`src/rtl/spi_pkg.sv`:
```
// Shared definitions for the mode-0 SPI master: FSM states and limits.
package spi_pkg;

  localparam int SPI_MIN_CLK_DIV = 10;
  localparam int SPI_MAX_CLK_DIV = 255;
  localparam int SPI_BITS        = 8;

  typedef enum logic [2:0] {
    ST_IDLE,
    ST_SETUP,
    ST_HIGH,
    ST_LOW,
    ST_HOLD,
    ST_TEARDOWN,
    ST_GAP
  } spi_state_e;

endpackage

```
`src/rtl/spi_phase_timer.sv`:
```
// Down-counter timing one SCLK half-period; reloads on every state entry.
module spi_phase_timer #(
  parameter int CLK_DIV = 16
) (
  input  logic clk,
  input  logic rst_n,
  input  logic load,
  output logic tc
);

  localparam int W = $clog2(CLK_DIV);
  localparam logic [W-1:0] RELOAD = W'(CLK_DIV - 1);

  logic [W-1:0] count;

  // Count down from CLK_DIV-1 after each load and park at zero.
  always_ff @(posedge clk or negedge rst_n) begin
    // NOTE: sequential state is written with <= only, so every flop samples
    // the pre-edge values of its inputs regardless of block ordering.
    if (!rst_n) begin
      count <= '0;
    end else if (load) begin
      count <= RELOAD;
    end else if (count != '0) begin
      count <= count - W'(1);
    end
  end

  // NOTE: tc is a decode of the counter register, so it is high on the last
  // cycle of the phase and the FSM moves on at the following edge.
  assign tc = (count == '0);

endmodule

```
`src/rtl/spi_master.sv`:
```
// Byte-oriented SPI mode-0 master (CPOL=0, CPHA=0, MSB first) with SS framing.
module spi_master
  import spi_pkg::*;
#(
  parameter int CLK_DIV = 16
) (
  input  logic       clk,
  input  logic       rst_n,
  input  logic [7:0] tx_data,
  input  logic       tx_valid,
  input  logic       tx_last,
  output logic       tx_ready,
  output logic [7:0] rx_data,
  output logic       rx_valid,
  output logic       busy,
  output logic       hw_spi_clk,
  output logic       hw_spi_ss,
  output logic       hw_spi_mosi,
  input  logic       hw_spi_miso
);

  // NOTE: an out-of-range divider stops elaboration instead of silently
  // producing half-periods shorter than the receiver's stability filter.
  if (CLK_DIV < SPI_MIN_CLK_DIV || CLK_DIV > SPI_MAX_CLK_DIV) begin : g_bad_div
    $error("spi_master: CLK_DIV out of range 10..255");
  end

  localparam int BW = $clog2(SPI_BITS);

  spi_state_e          state;
  logic [SPI_BITS-2:0] tx_shift;   // bits still to be sent after the current one
  logic [SPI_BITS-2:0] rx_shift;   // bits received so far in this byte
  logic [BW-1:0]       bit_cnt;    // index of the bit currently on MOSI
  logic                last_q;
  logic [1:0]          miso_sync;
  logic                phase_done;
  logic                timed;
  logic                accept;
  logic                timer_load;
  logic [SPI_BITS-1:0] rx_next;

  assign timed      = (state != ST_IDLE) && (state != ST_HOLD);
  assign accept     = tx_valid && tx_ready;
  assign timer_load = accept || (timed && phase_done);
  assign rx_next    = {rx_shift, miso_sync[1]};

  spi_phase_timer #(.CLK_DIV(CLK_DIV)) u_phase_timer (
    .clk  (clk),
    .rst_n(rst_n),
    .load (timer_load),
    .tc   (phase_done)
  );

  // Two-flop synchroniser for the asynchronous MISO pin.
  always_ff @(posedge clk or negedge rst_n) begin
    if (!rst_n) begin
      miso_sync <= '0;
    end else begin
      miso_sync <= {miso_sync[0], hw_spi_miso};
    end
  end

  // Transfer FSM with registered pin and handshake outputs.
  always_ff @(posedge clk or negedge rst_n) begin
    if (!rst_n) begin
      state       <= ST_IDLE;
      tx_shift    <= '0;
      rx_shift    <= '0;
      bit_cnt     <= '0;
      last_q      <= 1'b0;
      tx_ready    <= 1'b1;
      rx_data     <= '0;
      rx_valid    <= 1'b0;
      busy        <= 1'b0;
      hw_spi_clk  <= 1'b0;
      hw_spi_ss   <= 1'b1;
      hw_spi_mosi <= 1'b0;
    end else begin
      rx_valid <= 1'b0;
      case (state)
        ST_IDLE, ST_HOLD: begin
          if (accept) begin
            tx_shift    <= tx_data[SPI_BITS-2:0];
            last_q      <= tx_last;
            bit_cnt     <= BW'(SPI_BITS - 1);
            hw_spi_mosi <= tx_data[SPI_BITS-1];
            hw_spi_ss   <= 1'b0;
            tx_ready    <= 1'b0;
            busy        <= 1'b1;
            state       <= ST_SETUP;
          end
        end
        ST_SETUP, ST_LOW: begin
          if (phase_done) begin
            hw_spi_clk <= 1'b1;
            state      <= ST_HIGH;
          end
        end
        ST_HIGH: begin
          if (phase_done) begin
            hw_spi_clk <= 1'b0;
            rx_shift   <= rx_next[SPI_BITS-2:0];
            if (bit_cnt == '0) begin
              rx_data  <= rx_next;
              rx_valid <= 1'b1;
              if (last_q) begin
                hw_spi_mosi <= 1'b0;
                state       <= ST_TEARDOWN;
              end else begin
                tx_ready <= 1'b1;
                state    <= ST_HOLD;
              end
            end else begin
              bit_cnt     <= bit_cnt - BW'(1);
              hw_spi_mosi <= tx_shift[SPI_BITS-2];
              tx_shift    <= {tx_shift[SPI_BITS-3:0], 1'b0};
              state       <= ST_LOW;
            end
          end
        end
        ST_TEARDOWN: begin
          if (phase_done) begin
            hw_spi_ss <= 1'b1;
            state     <= ST_GAP;
          end
        end
        ST_GAP: begin
          if (phase_done) begin
            tx_ready <= 1'b1;
            busy     <= 1'b0;
            state    <= ST_IDLE;
          end
        end
        default: begin
          state <= ST_IDLE;
        end
      endcase
    end
  end

endmodule

```
`config.mk`:
```
export PLATFORM = sky130hd
export DESIGN_NAME = spi_master
export DESIGN_NICKNAME = d
export VERILOG_FILES = /design/src/rtl/spi_pkg.sv /design/src/rtl/spi_phase_timer.sv /design/src/rtl/spi_master.sv
export SDC_FILE = /design/constraint.sdc
export NUM_CORES = 1
export LEC_CHECK = 0
export BUFFER_PORTS_ARGS = -buffer_cell sky130_fd_sc_hd__buf_2
export CAP_MARGIN = 10
export CORE_MARGIN = 1.5
export CORE_UTILIZATION = 44
export CTS_CLUSTER_DIAMETER = 40
export CTS_CLUSTER_SIZE = 14
export DETAILED_ROUTE_END_ITERATION = 10
export MAX_ROUTING_LAYER = met4
export PLACE_DENSITY = 0.62
export SLEW_MARGIN = 20
export SYNTH_ARGS = -nofsm -noshare
export SYNTH_HDL_FRONTEND = slang
export SYNTH_HIERARCHICAL = 1
export SYNTH_SLANG_ARGS = --single-unit
```
`constraint.sdc`:
```
create_clock -name clk -period 2.91 [get_ports clk]
set_input_delay 0.582 -clock clk [delete_from_list [all_inputs] [get_ports clk]]
set_output_delay 0.582 -clock clk [all_outputs]
set_load 0.1 [all_outputs]
```
==> impl_metrics.env <==
export IMPL_status="finished clean"
export IMPL_yosys_warnings=6
export IMPL_coreArea_sq_um=4086
export IMPL_synth_seq_cells=41
export IMPL_clock_latency_ps=290
export IMPL_synth_cell_area_sq_um=1918
export IMPL_drtPass1Iterations=4
export IMPL_yosysMostFrequentCell="dfrtp_1"
export IMPL_synthToLayoutAreaGrowth_pct=15.33
export IMPL_ir_drop_mv=0.2306
export IMPL_cp_start_kind="register"
export IMPL_whs_ps=361.2
export IMPL_die_x_um=69.03
export IMPL_path_buf_inv=1
export IMPL_worst_pin_slew_ps=890.6
export IMPL_cp_slowest_cell="nor2b_1"
export IMPL_cp_max_fo=9
export IMPL_grt_pass1_vias=1250
export IMPL_syn_num_nets=169
export IMPL_critPathRequiredTime_ps=3100
export IMPL_clkTransAtPathRegs_ps=80
export IMPL_cts_resized_gates=0
export IMPL_synthTopCellsByArea="dfrtp_1, mux2_2, dfstp_2"
export IMPL_min_period_ps=2125
export IMPL_cts_buffers=5
export IMPL_port_buffer_count=26
export IMPL_nets=198
export IMPL_drive_above_1_share=0.3934
export IMPL_pre_cts_ws_ps=789.0
export IMPL_hold_viol_final=0
export IMPL_synth_seq_area_share=0.5362
export IMPL_post_cts_buffers=0
export IMPL_ys_async_sr_fraction=1.000
export IMPL_crit_type="reg2reg"
export IMPL_crit_chain="inv_1, ha_1, nor3b_2, nor2b_1, a31oi_4, mux2_2"
export IMPL_drt_initial_drc_count=29
export IMPL_leakagePower_nw=1.100
export IMPL_dpl_hpwl_um=2211
export IMPL_start_util=0.4694
export IMPL_grt_overflow_total=0
export IMPL_root_buffer="clkbuf_8"
export IMPL_fp_dieArea_sq_um=4764
export IMPL_max_slew_margin=0.4063
export IMPL_synth_top_area_frac=0.5088
export IMPL_fmax_mhz=470.6
export IMPL_slew_viol_final=0
export IMPL_vias=1251
export IMPL_remaining_drc_errors=0
export IMPL_cts_buffer_depth=2
export IMPL_synth_top_area_cell="dfrtp_1"
export IMPL_cts_tree="yes"
export IMPL_die_h_um=69.03
export IMPL_row_count=23
export IMPL_cp_data_arrival_time_ps=2310
export IMPL_place_gp_congestion=0.7682
export IMPL_antenna_found_initial=0
export IMPL_path_delay_family="simple AND/OR/NAND/NOR gates"
export IMPL_cts_hold_buf=0
export IMPL_grt_pass1_wl_um=5706
export IMPL_rsz0062_at_grt="no"
export IMPL_routed_wirelength_um=3261
export IMPL_cts_sinks=41
export IMPL_power_density_nw_per_um2=493.0
export IMPL_postRouteAntennaNets=0
export IMPL_yosys_most_used_dff="dfrtp_1"
export IMPL_htreeDepth=2
export IMPL_fin_crit_sh=0.7302
export IMPL_synth_edff_count=0
export IMPL_synthDistinctLibCells=39
export IMPL_cap_violations=0
export IMPL_max_stage_delay_ps=470
export IMPL_viasPerCell=5.369
export IMPL_synth_commonest_cells="dfrtp_1, mux2_2, inv_1"
export IMPL_drt_wirelength_per_cell_um=14.00
export IMPL_syn_area_per_cell_sq_um=12.54
export IMPL_finalSetupViolCount=0
export IMPL_globalRouteTotalUtil=0.1532
export IMPL_grt_max_degree=42
export IMPL_fin_skew_ps=7.218
export IMPL_io_pin_count=27
export IMPL_finalNonFillerCells=233
export IMPL_finalSetupTns_ps=0
export IMPL_end_kind="register"
export IMPL_num_antenna_cells=0
export IMPL_netlist_instances=153
export IMPL_dp_cells=225
export IMPL_hp_class="reg2reg"
export IMPL_fin_ws_ps=785.1
-- where the power goes --
part | total [W] | switching (W) | internal [W] | leakage [nW]
sequential | 0.000581 | 0.00000552 | 0.000575 | 0.534
clock | 0.000470 | 0.000190 | 0.000280 | 0.0585
combinational | 0.0000399 | 0.0000232 | 0.0000167 | 0.508
-- registers in the layout, indices dropped and copies added (netlist names), 2 cells and up --
register and count:
rx_data 8, rx_shift 7, tx_shift 7, u_phase_timer/count 4
bit_cnt 3, state 3, miso_sync 2
-- path summary, 6_finish.rpt --
check	endpoint	start	depth (start not counted)	slack, ps
setup / recovery	tx_shift[6]$_DFFE_PN0P_	u_phase_timer/count[0]$_DFFE_PN0P_	6	790
hold / removal	miso_sync[1]$_DFF_PN0_	miso_sync[0]$_DFF_PN0_	0	360
setup reg to reg	tx_shift[6]$_DFFE_PN0P_	u_phase_timer/count[0]$_DFFE_PN0P_	6	790
hold reg to reg	miso_sync[1]$_DFF_PN0_	miso_sync[0]$_DFF_PN0_	0	360
max in group asynchronous	hw_spi_clk$_DFFE_PN0P_	rst_n	1	1940
min in group asynchronous	miso_sync[0]$_DFF_PN0_	rst_n	1	410
-- worst reg2reg max path: stages, from the launching register on --
cell	delay, ps
dfrtp_1	420
inv_1	70
ha_1	180
nor3b_2	340
nor2b_1	470
a31oi_4	230
mux2_2	330
-- routing by layer --
metal	GRT usage	wire, um	share of wire	vias up
li1	-	-	-	611
met1	0.1934	1568	0.48	601
met2	0.2265	1481	0.45	31
met3	0.04094	137	0.042	8
met4	0.07843	74	0.023	0
met5	-	0	0	-
-- area by class of cell --
cell class              instances  area [sq um]
clock buffers                   7         86.33
well taps                      50         62.56
clock inverters                 1         30.03
multi-input cells              97         822.0
repair buffers                 29         152.6
flip-flops and latches         41          1028
inverters                       8         30.03
fillers                       359          1874
-- cells in the final DEF, fill, tap and decap left out, types with 4 or more instances in the layout --
master,n
dfrtp_1,39
mux2_2,30
buf_2,26
inv_1,8
nand2_1,7
o21ai_0,7
nor2b_1,6
clkbuf_8,6
nor2_1,4
-- per-stage QoR --
step | total power (W) | cell area (sq um) | util
2_1_floorplan | 0.0006090 | 1918 | -
3_3_place_gp | 0.0006315 | 2096 | 0.5129
3_5_place_dp | 0.0006329 | 2096 | 0.5129
4_1_cts | 0.001106 | 2212 | 0.5413
5_1_grt | 0.001136 | 2212 | 0.5413
6_report | 0.001090 | 2212 | 0.5413
-- kinds of logic (layout without fill, tap and decap cells) --
group	Yosys count	in the layout	share of synthesized area
DFF	41	41	0.5362
adders and majority gates	3	3	0.01957
buffers and inverters	15	45	0.03522
muxes	32	32	0.1866
and+or+nand+nor	34	34	0.1142
AOI/OAI and AO/OA	28	28	0.1083
(Power assumes the default switching activity.)
